File: src/rtl/decode_queue_pkg.sv
// decode_queue_pkg: shared op constants, opcodes and decoded record type
package decode_queue_pkg;
  typedef enum logic [5:0] {
    OP_LUI, OP_AUIPC, OP_JAL, OP_JALR,
    OP_BEQ, OP_BNE, OP_BLT, OP_BGE, OP_BLTU, OP_BGEU,
    OP_LB, OP_LH, OP_LW, OP_LBU, OP_LHU,
    OP_SB, OP_SH, OP_SW,
    OP_ADDI, OP_SLTI, OP_SLTIU, OP_XORI, OP_ORI, OP_ANDI, OP_SLLI, OP_SRLI, OP_SRAI,
    OP_ADD, OP_SUB, OP_SLL, OP_SLT, OP_SLTU, OP_XOR, OP_SRL, OP_SRA, OP_OR, OP_AND,
    OP_ILLEGAL
  } op_t;
  localparam logic [6:0] OPC_LUI    = 7'h37;
  localparam logic [6:0] OPC_AUIPC  = 7'h17;
  localparam logic [6:0] OPC_JAL    = 7'h6f;
  localparam logic [6:0] OPC_JALR   = 7'h67;
  localparam logic [6:0] OPC_BRANCH = 7'h63;
  localparam logic [6:0] OPC_LOAD   = 7'h03;
  localparam logic [6:0] OPC_STORE  = 7'h23;
  localparam logic [6:0] OPC_IMM    = 7'h13;
  localparam logic [6:0] OPC_OP     = 7'h33;
  typedef struct packed {
    op_t         op;
    logic [4:0]  rs1;
    logic [4:0]  rs2;
    logic [4:0]  rd;
    logic [31:0] imm;
    logic        use_rs1;
    logic        use_rs2;
    logic        wr_rd;
    logic        illegal;
  } dec_t;
endpackage

File: src/rtl/decode_queue_core.sv
// decode_core: combinational RV32I decoder producing the queued record
module decode_core
  import decode_queue_pkg::*;
(
  input  logic [31:0] inst,
  output dec_t        rec
);
  logic [6:0] opc;
  logic [2:0] f3;
  logic [6:0] f7;
  logic [31:0] i_imm, s_imm, b_imm, u_imm, j_imm;
  op_t op;
  logic [31:0] imm;
  logic ill, br, st;
  assign opc = inst[6:0];
  assign f3 = inst[14:12];
  assign f7 = inst[31:25];
  assign i_imm = {{20{inst[31]}}, inst[31:20]};
  assign s_imm = {{20{inst[31]}}, inst[31:25], inst[11:7]};
  assign b_imm = {{20{inst[31]}}, inst[7], inst[30:25], inst[11:8], 1'b0};
  assign u_imm = {inst[31:12], 12'b0};
  assign j_imm = {{12{inst[31]}}, inst[19:12], inst[20], inst[30:21], 1'b0};
  // op selection and raw immediate per instruction format
  always_comb begin
    op = OP_ILLEGAL;
    imm = '0;
    case (opc)
      OPC_LUI:   begin op = OP_LUI; imm = u_imm; end
      OPC_AUIPC: begin op = OP_AUIPC; imm = u_imm; end
      OPC_JAL:   begin op = OP_JAL; imm = j_imm; end
      OPC_JALR:  begin op = f3 == 3'd0 ? OP_JALR : OP_ILLEGAL; imm = i_imm; end
      OPC_BRANCH: begin
        imm = b_imm;
        case (f3)
          3'd0: op = OP_BEQ;
          3'd1: op = OP_BNE;
          3'd4: op = OP_BLT;
          3'd5: op = OP_BGE;
          3'd6: op = OP_BLTU;
          3'd7: op = OP_BGEU;
          default: op = OP_ILLEGAL;
        endcase
      end
      OPC_LOAD: begin
        imm = i_imm;
        case (f3)
          3'd0: op = OP_LB;
          3'd1: op = OP_LH;
          3'd2: op = OP_LW;
          3'd4: op = OP_LBU;
          3'd5: op = OP_LHU;
          default: op = OP_ILLEGAL;
        endcase
      end
      OPC_STORE: begin
        imm = s_imm;
        case (f3)
          3'd0: op = OP_SB;
          3'd1: op = OP_SH;
          3'd2: op = OP_SW;
          default: op = OP_ILLEGAL;
        endcase
      end
      OPC_IMM: begin
        imm = i_imm;
        case (f3)
          3'd0: op = OP_ADDI;
          3'd1: op = f7 == 7'h00 ? OP_SLLI : OP_ILLEGAL;
          3'd2: op = OP_SLTI;
          3'd3: op = OP_SLTIU;
          3'd4: op = OP_XORI;
          3'd5: op = f7 == 7'h00 ? OP_SRLI : f7 == 7'h20 ? OP_SRAI : OP_ILLEGAL;
          3'd6: op = OP_ORI;
          default: op = OP_ANDI;
        endcase
      end
      OPC_OP: begin
        if (f7 == 7'h00)
          case (f3)
            3'd0: op = OP_ADD;
            3'd1: op = OP_SLL;
            3'd2: op = OP_SLT;
            3'd3: op = OP_SLTU;
            3'd4: op = OP_XOR;
            3'd5: op = OP_SRL;
            3'd6: op = OP_OR;
            default: op = OP_AND;
          endcase
        else if (f7 == 7'h20)
          op = f3 == 3'd0 ? OP_SUB : f3 == 3'd5 ? OP_SRA : OP_ILLEGAL;
      end
      default: op = OP_ILLEGAL;
    endcase
  end
  assign ill = op == OP_ILLEGAL;
  assign br = opc == OPC_BRANCH;
  assign st = opc == OPC_STORE;
  assign rec.op = op;
  assign rec.rs1 = inst[19:15];
  assign rec.rs2 = inst[24:20];
  assign rec.imm = ill ? '0 : imm;
  assign rec.illegal = ill;
  assign rec.use_rs1 = !ill && opc != OPC_LUI && opc != OPC_AUIPC && opc != OPC_JAL;
  assign rec.use_rs2 = !ill && (br || st || opc == OPC_OP);
  assign rec.wr_rd = !ill && !br && !st && inst[11:7] != 5'd0;
  assign rec.rd = rec.wr_rd ? inst[11:7] : 5'd0;
endmodule

File: src/rtl/decode_queue.sv
// decode_queue: decode-at-enqueue FIFO of RV32I instruction records
module decode_queue
  import decode_queue_pkg::*;
#(
  parameter int DEPTH = 8,
  parameter int CNT_W = $clog2(DEPTH) + 1
) (
  input  logic             clk_in,
  input  logic             rst_in,
  input  logic             rdy_in,
  input  logic             flush_in,
  input  logic             fetch_valid,
  input  logic [31:0]      fetch_inst,
  input  logic [31:0]      fetch_pc,
  output logic             fetch_ready,
  output logic             out_valid,
  input  logic             out_ready,
  output logic [5:0]       out_op_type,
  output logic [4:0]       out_rs1,
  output logic [4:0]       out_rs2,
  output logic [4:0]       out_rd,
  output logic [31:0]      out_imm,
  output logic [31:0]      out_pc,
  output logic             out_use_rs1,
  output logic             out_use_rs2,
  output logic             out_wr_rd,
  output logic             out_illegal,
  output logic [CNT_W-1:0] count_out
);
  localparam int AW = $clog2(DEPTH);
  dec_t dec, head;
  dec_t rec_mem [DEPTH];
  logic [31:0] pc_mem [DEPTH];
  logic [AW-1:0] wr_ptr, rd_ptr;
  logic [CNT_W-1:0] count;
  logic push, pop;
  decode_core u_core (.inst(fetch_inst), .rec(dec));
  assign fetch_ready = count < CNT_W'(DEPTH);
  assign out_valid = count != '0;
  assign push = rdy_in && !flush_in && fetch_valid && fetch_ready;
  assign pop = rdy_in && !flush_in && out_valid && out_ready;
  assign head = out_valid ? rec_mem[rd_ptr] : '0;
  assign out_pc = out_valid ? pc_mem[rd_ptr] : '0;
  assign out_op_type = head.op;
  assign out_rs1 = head.rs1;
  assign out_rs2 = head.rs2;
  assign out_rd = head.rd;
  assign out_imm = head.imm;
  assign out_use_rs1 = head.use_rs1;
  assign out_use_rs2 = head.use_rs2;
  assign out_wr_rd = head.wr_rd;
  assign out_illegal = head.illegal;
  assign count_out = count;
  // pointers and occupancy; flush empties the queue and drops same-cycle handshakes
  always_ff @(posedge clk_in) begin
    if (rst_in || (rdy_in && flush_in)) begin
      wr_ptr <= '0;
      rd_ptr <= '0;
      count <= '0;
    end else begin
      if (push) wr_ptr <= wr_ptr + 1'b1;
      if (pop) rd_ptr <= rd_ptr + 1'b1;
      count <= count + CNT_W'(push) - CNT_W'(pop);
    end
  end
  // record storage written at the tail on enqueue
  always_ff @(posedge clk_in) begin
    if (push) begin
      rec_mem[wr_ptr] <= dec;
      pc_mem[wr_ptr] <= fetch_pc;
    end
  end
endmodule
File: config.mk
export PLATFORM = sky130hd
export DESIGN_NAME = decode_queue
export DESIGN_NICKNAME = d
export VERILOG_FILES = /design/src/rtl/decode_queue_pkg.sv /design/src/rtl/decode_queue_core.sv /design/src/rtl/decode_queue.sv
export SDC_FILE = /design/constraint.sdc
export NUM_CORES = 1
export LEC_CHECK = 0
export ABC_AREA = 1
export CAP_MARGIN = 5
export CORE_ASPECT_RATIO = 1.5
export CORE_MARGIN = 2
export CORE_UTILIZATION = 60
export CTS_BUF_LIST = sky130_fd_sc_hd__clkbuf_8 sky130_fd_sc_hd__clkbuf_16
export CTS_CLUSTER_SIZE = 16
export DETAILED_ROUTE_END_ITERATION = 6
export PLACE_DENSITY = 0.82
export SLEW_MARGIN = 20
export SYNTH_ARGS = -nofsm -noshare
export SYNTH_HDL_FRONTEND = slang
export SYNTH_HIERARCHICAL = 1
export SYNTH_SLANG_ARGS = --single-unit
File: constraint.sdc
create_clock -name clk_in -period 10.3 [get_ports clk_in]
set_clock_uncertainty 0.15 [all_clocks]
set_input_delay 2.06 -clock clk_in [delete_from_list [all_inputs] [get_ports clk_in]]
set_output_delay 2.06 -clock clk_in [all_outputs]
set_load 0.01 [all_outputs]
# Yosys cells after proc, flatten, opt, wreduce, memory -nomap -nowiden
# Memories as Yosys holds them, arrays and structs flattened. A register that Yosys moved wholly into a read port is not among the register bits.
# Index checks and enable logic that the tools add are counted.
# totals
mem_bits_rw,712
in_bits,70
memories,2
reg_bits,10
word_cells,82
output_inout_bits,95
# mem_list
memory,depth,word_bits,read_ports,rd_ports_with_merged_regs,wr,line,rtl
rec_mem,8,57,1,1,1,decode_queue.sv:32,dec_t rec_mem [DEPTH];
pc_mem,8,32,1,1,1,decode_queue.sv:33,logic [31:0] pc_mem [DEPTH];
# classes
n_lt_le_gt_ge,1
eq_ne,21
addsub,4
n_mux,25
reduce_logical,26
# op_table
cell,n
32-bit case mux with 5 select lines,1
6-bit case mux with 7 select lines,2
32-bit two-way mux,2
57-bit two-way mux,1
6-bit case mux with 9 select lines,1
6-bit two-way mux,7
6-bit case mux with 6 select lines,1
6-bit case mux with 5 select lines,1
"7-bit by 6-bit equality test with 1-bit output, second input constant",4
"7-bit equality test, second input constant",3
6-bit case mux with 3 select lines,1
3-bit two-way mux,5
"7-bit by 5-bit equality test with 1-bit output, second input constant",2
1-bit logical AND,13
"3-bit equality test, second input constant",4
"7-bit by 2-bit equality test with 1-bit output, second input constant",1
7-bit zero test,1
"7-bit by 5-bit != test with 1-bit output, second input constant",1
"7-bit by 6-bit != test with 1-bit output, second input constant",1
"7-bit != test, second input constant",1
"3-bit by 1-bit adder with 3-bit output, second input constant",2
"3-bit by 2-bit equality test with 1-bit output, second input constant",2
"6-bit equality test, second input constant",1
5-bit two-way mux,1
other kinds (12),18

# Longest topological paths before layout
# Gate-level depths: netlist (run 1).
# depth
ltp_word,12
depth_mapped,15

# Hierarchy
# The synthesis (run 1) kept the hierarchy.
# by_module_without_submodules
module,cells_each,area_per_inst_um2,instances
decode_queue,3180,31863.1,1
decode_core,268,1241.2,1

# Worst setup path after synthesis (run 1)
# OpenSTA, ideal clock, no wires.
# synth_timing
path_kind,input-to-reg
startpoint,input port flush_in
endpoint,memory pc_mem[2][0] (enable)
n_path_buf,0
setup_ps,646
slack_ps,919
stages,5
required_time_ps,9504
arrival_time_ps,8585
path_cell_list,inv_1 > nand2_1 > nor2_1 > nand2_1 > nor3_1
# synth_between
elab_chain_cells,6
# synth_rtl
item,line,rtl
from (decl),decode_queue.sv:11,"input logic flush_in,"
1-bit zero test,decode_queue.sv:40,assign push = rdy_in && !flush_in && fetch_valid && fetch_ready;
1-bit logical AND (3 in series),decode_queue.sv:40,
1-bit two-way mux,decode_queue.sv:68,if (push) begin
1-bit two-way mux (not written as such),decode_queue.sv:70,pc_mem[wr_ptr] <= fetch_pc;
to (decl),decode_queue.sv:33,
# Every way passes these cells.

==> results.yml, run 1 <==
timing:
  final_max_slew_viol_count: 0
  min_period_ns: 6.50
  setup_viol: 0
  timing.final.ws_setup_ns: 3.80
  slew_headroom_pct: 27.2
  period_share_pct: 63.1
  worst_hold_slack_ns: 0.343
  final.setup.tns_ns: 0
  fmax_mhz: 154
  report.final.hold_viol_count: 0
  worst_slew_pin_slew_ns: 1.09
  rsz0062_at_grt: "no"
routing:
  drcViolationCount: 0
  vias: 23000
  drt-initial-drc-count: 1879
  first_pass_iters: 5
  wl_per_cell_um: 18.0
  wl_um: 77400
  via_per_inst: 5.36
  ant_nets: 0
final_layout:
  layout.nets: 3620
  final_layout_size_suffix_gt1_share_pct: 4.42
  insertedDiodeCount: 0
  area_delta_synth_final_pct: 11.8
  final_area_um2: 37000
  final_cells: 4291
  fill_cells: 3998
logic_synthesis:
  synth-async-reset-ratio_pct: 0
  synth_top_family_by_area: "simple AND/OR/NAND/NOR gates"
  ys_types: 35
  synth-xor-area-share_pct: 0.0529
  synth_cells: 3448
  synthesis.area_um2: 33100
  avgSynthCellArea_um2: 9.60
  synthMuxAreaShare_pct: 0
  synth_common_cells: "998 x nand2_1, 756 x inv_1, 712 x edfxtp_1"
  yosysTopAreaCell: "edfxtp_1"
  yosysSeqAreaShare_pct: 65.4
  synth.most_common_cell: "nand2_1"
  ys_dominant_reg_cell: "edfxtp_1"
  synthSimpleGateAreaFrac_pct: 21.8
  yosys_warnings: 6
  syn-num-nets: 3525
  synth_top_area_share_pct: 64.6
  synth_compound_area_share_pct: 0.835
  ys_seq_elements: 725
  synth_area_leaders: "edfxtp_1 65%, nand2_1 11%, inv_1 8.6%, nand3_1 7.1%, nor2_1 2.8%"
  synth_adder_area_share_pct: 0.287
  synth_edf_count: 712
worst_hold_path:
  hold_path.startpoint: "rd_ptr[1]"
  holdCritPathClass: "reg -> reg"
place:
  gp_congestion: 0.888
  placed_area_um2: 34900
  place_ws_ns: 4.40
  port_buffers: 164
  dp_hpwl_um: 42200
  placed_cells: 4168
floorplan:
  initial_core_util_pct: 60.6
  die_w_um: 196
  core-area_um2: 54700
  die_area_um2: 57100
  die_h_um: 292
  rows: 105
  ios: 165
clock_tree:
  cts.clk_slew.worst_paths_ns: 0.06
  h-tree-depth: 3
  insertion_delay_ns: 0.60
  clockBufferDepth: 3
  postCtsHoldBufs: 0
  cts_setup_buffers: 0
  cts_tree: "yes"
  cts_made_buffers: 67
  ctsResizeCount: 0
  cts_num_sinks: 725
  root_buffer: "clkbuf_16"
power:
  ir_worst_vdd_v: 0.000155
  p_per_area_nw_per_um2: 162
  p_leak_uw: 0.0161
grt:
  grt_antenna_before_repair: 4
  grt_max_degree: 262
  grt-ovfl-total: 0
  grt_usage_pct: 27.2
  grt_pass1_wl_um: 119000
  grt_pass1_vias: 22400
critical_path:
  r2r_start: "count_out[3]"
  arrival_ns: 4.29
  cp-start-kind: "register"
  end_kind: "output port"
  cp.required_ns: 8.09
  critPathKind: "reg -> out"
  critPathMaxFanout: 106
run:
  max-cap-violations: 0
status:
  status: "finished, final reports clean"
[through the flow]
stage               utilization [%]  total power (uW)
finish                         67.7              6000
global route                   67.7              6180
CTS                            67.7              6030
detailed placement             63.9              3690
global placement               63.9              3680
floorplan                         -              3500
[state kept, by name (all words and copies together), names as in the netlist, named ones only]
name / flops
count_out: 4
rec_mem: 456
wr_ptr: 3
pc_mem: 256
rd_ptr: 3
[power breakdown]
group | leakage, uW | switching (uW) | internal (uW)
logic | 0.00832 | 235 | 141
registers | 0.00667 | 5.13 | 3240
clock network | 0.00106 | 1090 | 1290
total | 0.0161 | 1330 | 4670
[cells by family after synthesis]
logic type	after synthesis
simple gates	1738
fa+ha+maj	7
buf+inv	926
xor+xnor	2
flops	725
compound gates	50
[final timing paths]
kind | end | slack (ns) | cells after the start
worst min-delay path | rd_ptr[1] | 0.34 | 2
worst max-delay path | out_imm[14] | 3.80 | 7
worst max register to register | pc_mem[4][3] | 6.54 | 7
worst min register to register | rd_ptr[1] | 0.34 | 2
[layout make-up]
| type | count | area (um^2) | area share, % |
|---|---|---|---|
| tap | 695 | 870 | 2.35 |
| multi-input combinational | 1797 | 7650 | 20.7 |
| clock inverter | 55 | 418 | 1.13 |
| timing repair buffer | 191 | 1880 | 5.07 |
| sequential | 725 | 21700 | 58.5 |
| clock buffer | 67 | 1680 | 4.53 |
| inverter | 761 | 2880 | 7.77 |
[placed cells by master (no fill, tap or decap), drive strengths merged, types with 4 or more instances in the layout]
cell           synthesis  final
o21ai                 15     15
clkinv                 0     35
ha                     6      6
clkdlybuf4s50          0    164
a21oi                 26     26
nand2               1001   1001
edfxtp               712    712
nor2                 256    256
inv                  761    776
buf                  143     27
a22oi                  5      5
dfxtp                 13     13
nand3                472    472
nor3                   4      4
clkbuf                22     67
[layer usage]
metal	share of wire, %	routed length (um)	vias to the layer above	GRT usage [%]
met5	0.062	48	-	0
met2	52	39900	906	48.8
met1	38	29600	10900	33.3
met3	7.3	5660	180	3.96
li1	-	-	11000	-
met4	2.9	2230	8	10.3
[worst max-delay path, stage by stage (launching register included)]
cell	delay [ns]
dfxtp_4	0.57
inv_6	0.79
buf_4	0.88
nand3_1	0.16
nand3_1	0.12
nand2_1	0.06
nor2_1	0.39
clkdlybuf4s50_1	0.63
(Power assumes the default switching activity.)
==> inputs of run 2 (changes only) <==
==> constraint.sdc (replaced) <==
create_clock -name clk_in -period 6 [get_ports clk_in]
set_clock_uncertainty 0.15 [all_clocks]
set_input_delay 1.2 -clock clk_in [delete_from_list [all_inputs] [get_ports clk_in]]
set_output_delay 1.2 -clock clk_in [all_outputs]
set_load 0.01 [all_outputs]
==> run 2 against run 1 <==
Against the previous run:
- clock power rose by 68%
- routed wire length is essentially flat
- critical endpoint is now out_use_rs1
- power increased by 70%
- critical path type unchanged
- flip-flop and latch count unchanged
==> results.yml, run 2 (synthesized netlist as in run 1, its figures left out) <==
floorplan:
  die_area_um2: 57100
  die_w_um: 196
  core-area_um2: 54700
  rows: 105
  die_h_um: 292
  initial_core_util_pct: 60.6
  ios: 165
routing:
  wl_um: 77400
  first_pass_iters: 6
  drcViolationCount: 0
  wl_per_cell_um: 18.0
  drt-initial-drc-count: 2256
  via_per_inst: 5.37
  ant_nets: 0
  vias: 23000
clock_tree:
  ctsResizeCount: 0
  cts_tree: "yes"
  cts_made_buffers: 61
  clockBufferDepth: 3
  cts_setup_buffers: 0
  insertion_delay_ns: 0.62
  root_buffer: "clkbuf_16"
  postCtsHoldBufs: 0
  h-tree-depth: 2
  cts_num_sinks: 725
  cts.clk_slew.worst_paths_ns: 0.07
final_layout:
  fill_cells: 3838
  multi_input_area_um2: 7670
  regArea_um2: 21700
  top_register: "rec_mem"
  largest_reg_flops: 456
  area_delta_synth_final_pct: 12.4
  final_cell_mix: "997 x nand2_1, 764 x inv_1, 712 x edfxtp_1"
  final_common_cell: "nand2_1"
  layout.nets: 3623
  final_layout_size_suffix_gt1_share_pct: 4.56
  insertedDiodeCount: 0
grt:
  grt_pass1_wl_um: 118000
  grt-ovfl-total: 0
  grt_max_degree: 240
  grt_antenna_before_repair: 2
  grt_pass1_vias: 22200
  grt_usage_pct: 27.0
timing:
  rsz0062_at_grt: "no"
  setup_viol: 0
  fmax_mhz: 188
  min_period_ns: 5.33
  period_share_pct: 88.8
  final.setup.tns_ns: 0
  report.final.hold_viol_count: 0
  worst_slew_pin_slew_ns: 1.04
  worst_hold_slack_ns: 0.345
  timing.final.ws_setup_ns: 0.672
  slew_headroom_pct: 30.3
  final_max_slew_viol_count: 0
power:
  p_total_uw: 10200
  p_leak_uw: 0.0161
  p_per_area_nw_per_um2: 275
  ir_worst_vdd_v: 0.000230
critical_path:
  arrival_ns: 3.98
  critPathMaxFanout: 184
  r2r_start: "count_out[3]"
  end_kind: "output port"
  cp.required_ns: 4.65
  critPathKind: "reg -> out"
  cp-start-kind: "register"
place:
  dp_hpwl_um: 42800
  port_buffers: 164
  gp_congestion: 0.945
  place_ws_ns: 1.29
worst_hold_path:
  hold_path.startpoint: "rd_ptr[1]"
  holdCritPathClass: "reg -> reg"
run:
  max-cap-violations: 0
status:
  status: "finished, final reports clean"
==> run 2: per-layer routing <==
metal	share of wire, %	track usage (%)	vias up
li1	-	-	11000
met1	37	32.9	10900
met2	51	48.2	1002
met3	7.7	3.77	192
met4	4.1	11.7	4
met5	0.030	0	-
==> run 2: per-stage QoR <==
stage	area, um^2	util, %	std cells
2_1_floorplan	33100	-	3448
3_3_place_gp	35200	64.3	4177
3_5_place_dp	35200	64.3	4177
4_1_cts	37200	68.1	4289
5_1_grt	37200	68.1	4290
6_report	37200	68.1	4290
==> run 2: critical path, stage by stage (launching register included) <==
cell	delay, ns
dfxtp_4	0.69
clkinv_8	0.67
buf_4	0.64
nand2_1	0.15
nand3_1	0.07
nand2_1	0.10
nor2_1	0.04
nor2_1	0.25
clkdlybuf4s50_1	0.59
==> run 2: path summary, 6_finish.rpt <==
path                    to  slack, ns  cells after the start
min reg2reg       register       0.35                      2
min               register       0.35                      2
max            out_use_rs1       0.67                      8
max reg2reg  pc_mem[0][28]       3.10                      6
==> run 2: layout make-up <==
type                       count  share of cell area [%]
clock buffer                  69                    4.58
inverter                     761                    7.73
tap                          695                    2.34
multi-input combinational   1797                    20.6
clock inverter                43                   0.908
timing repair buffer         200                    5.69
sequential                   725                    58.2
==> run 2: where the power goes <==
group / switching (uW) / internal (uW) / leakage [uW] / total [uW]
registers: 10.6 / 5570 / 0.00667 / 5580
clock network: 1750 / 2240 / 0.00103 / 3990
logic: 406 / 246 / 0.00840 / 653
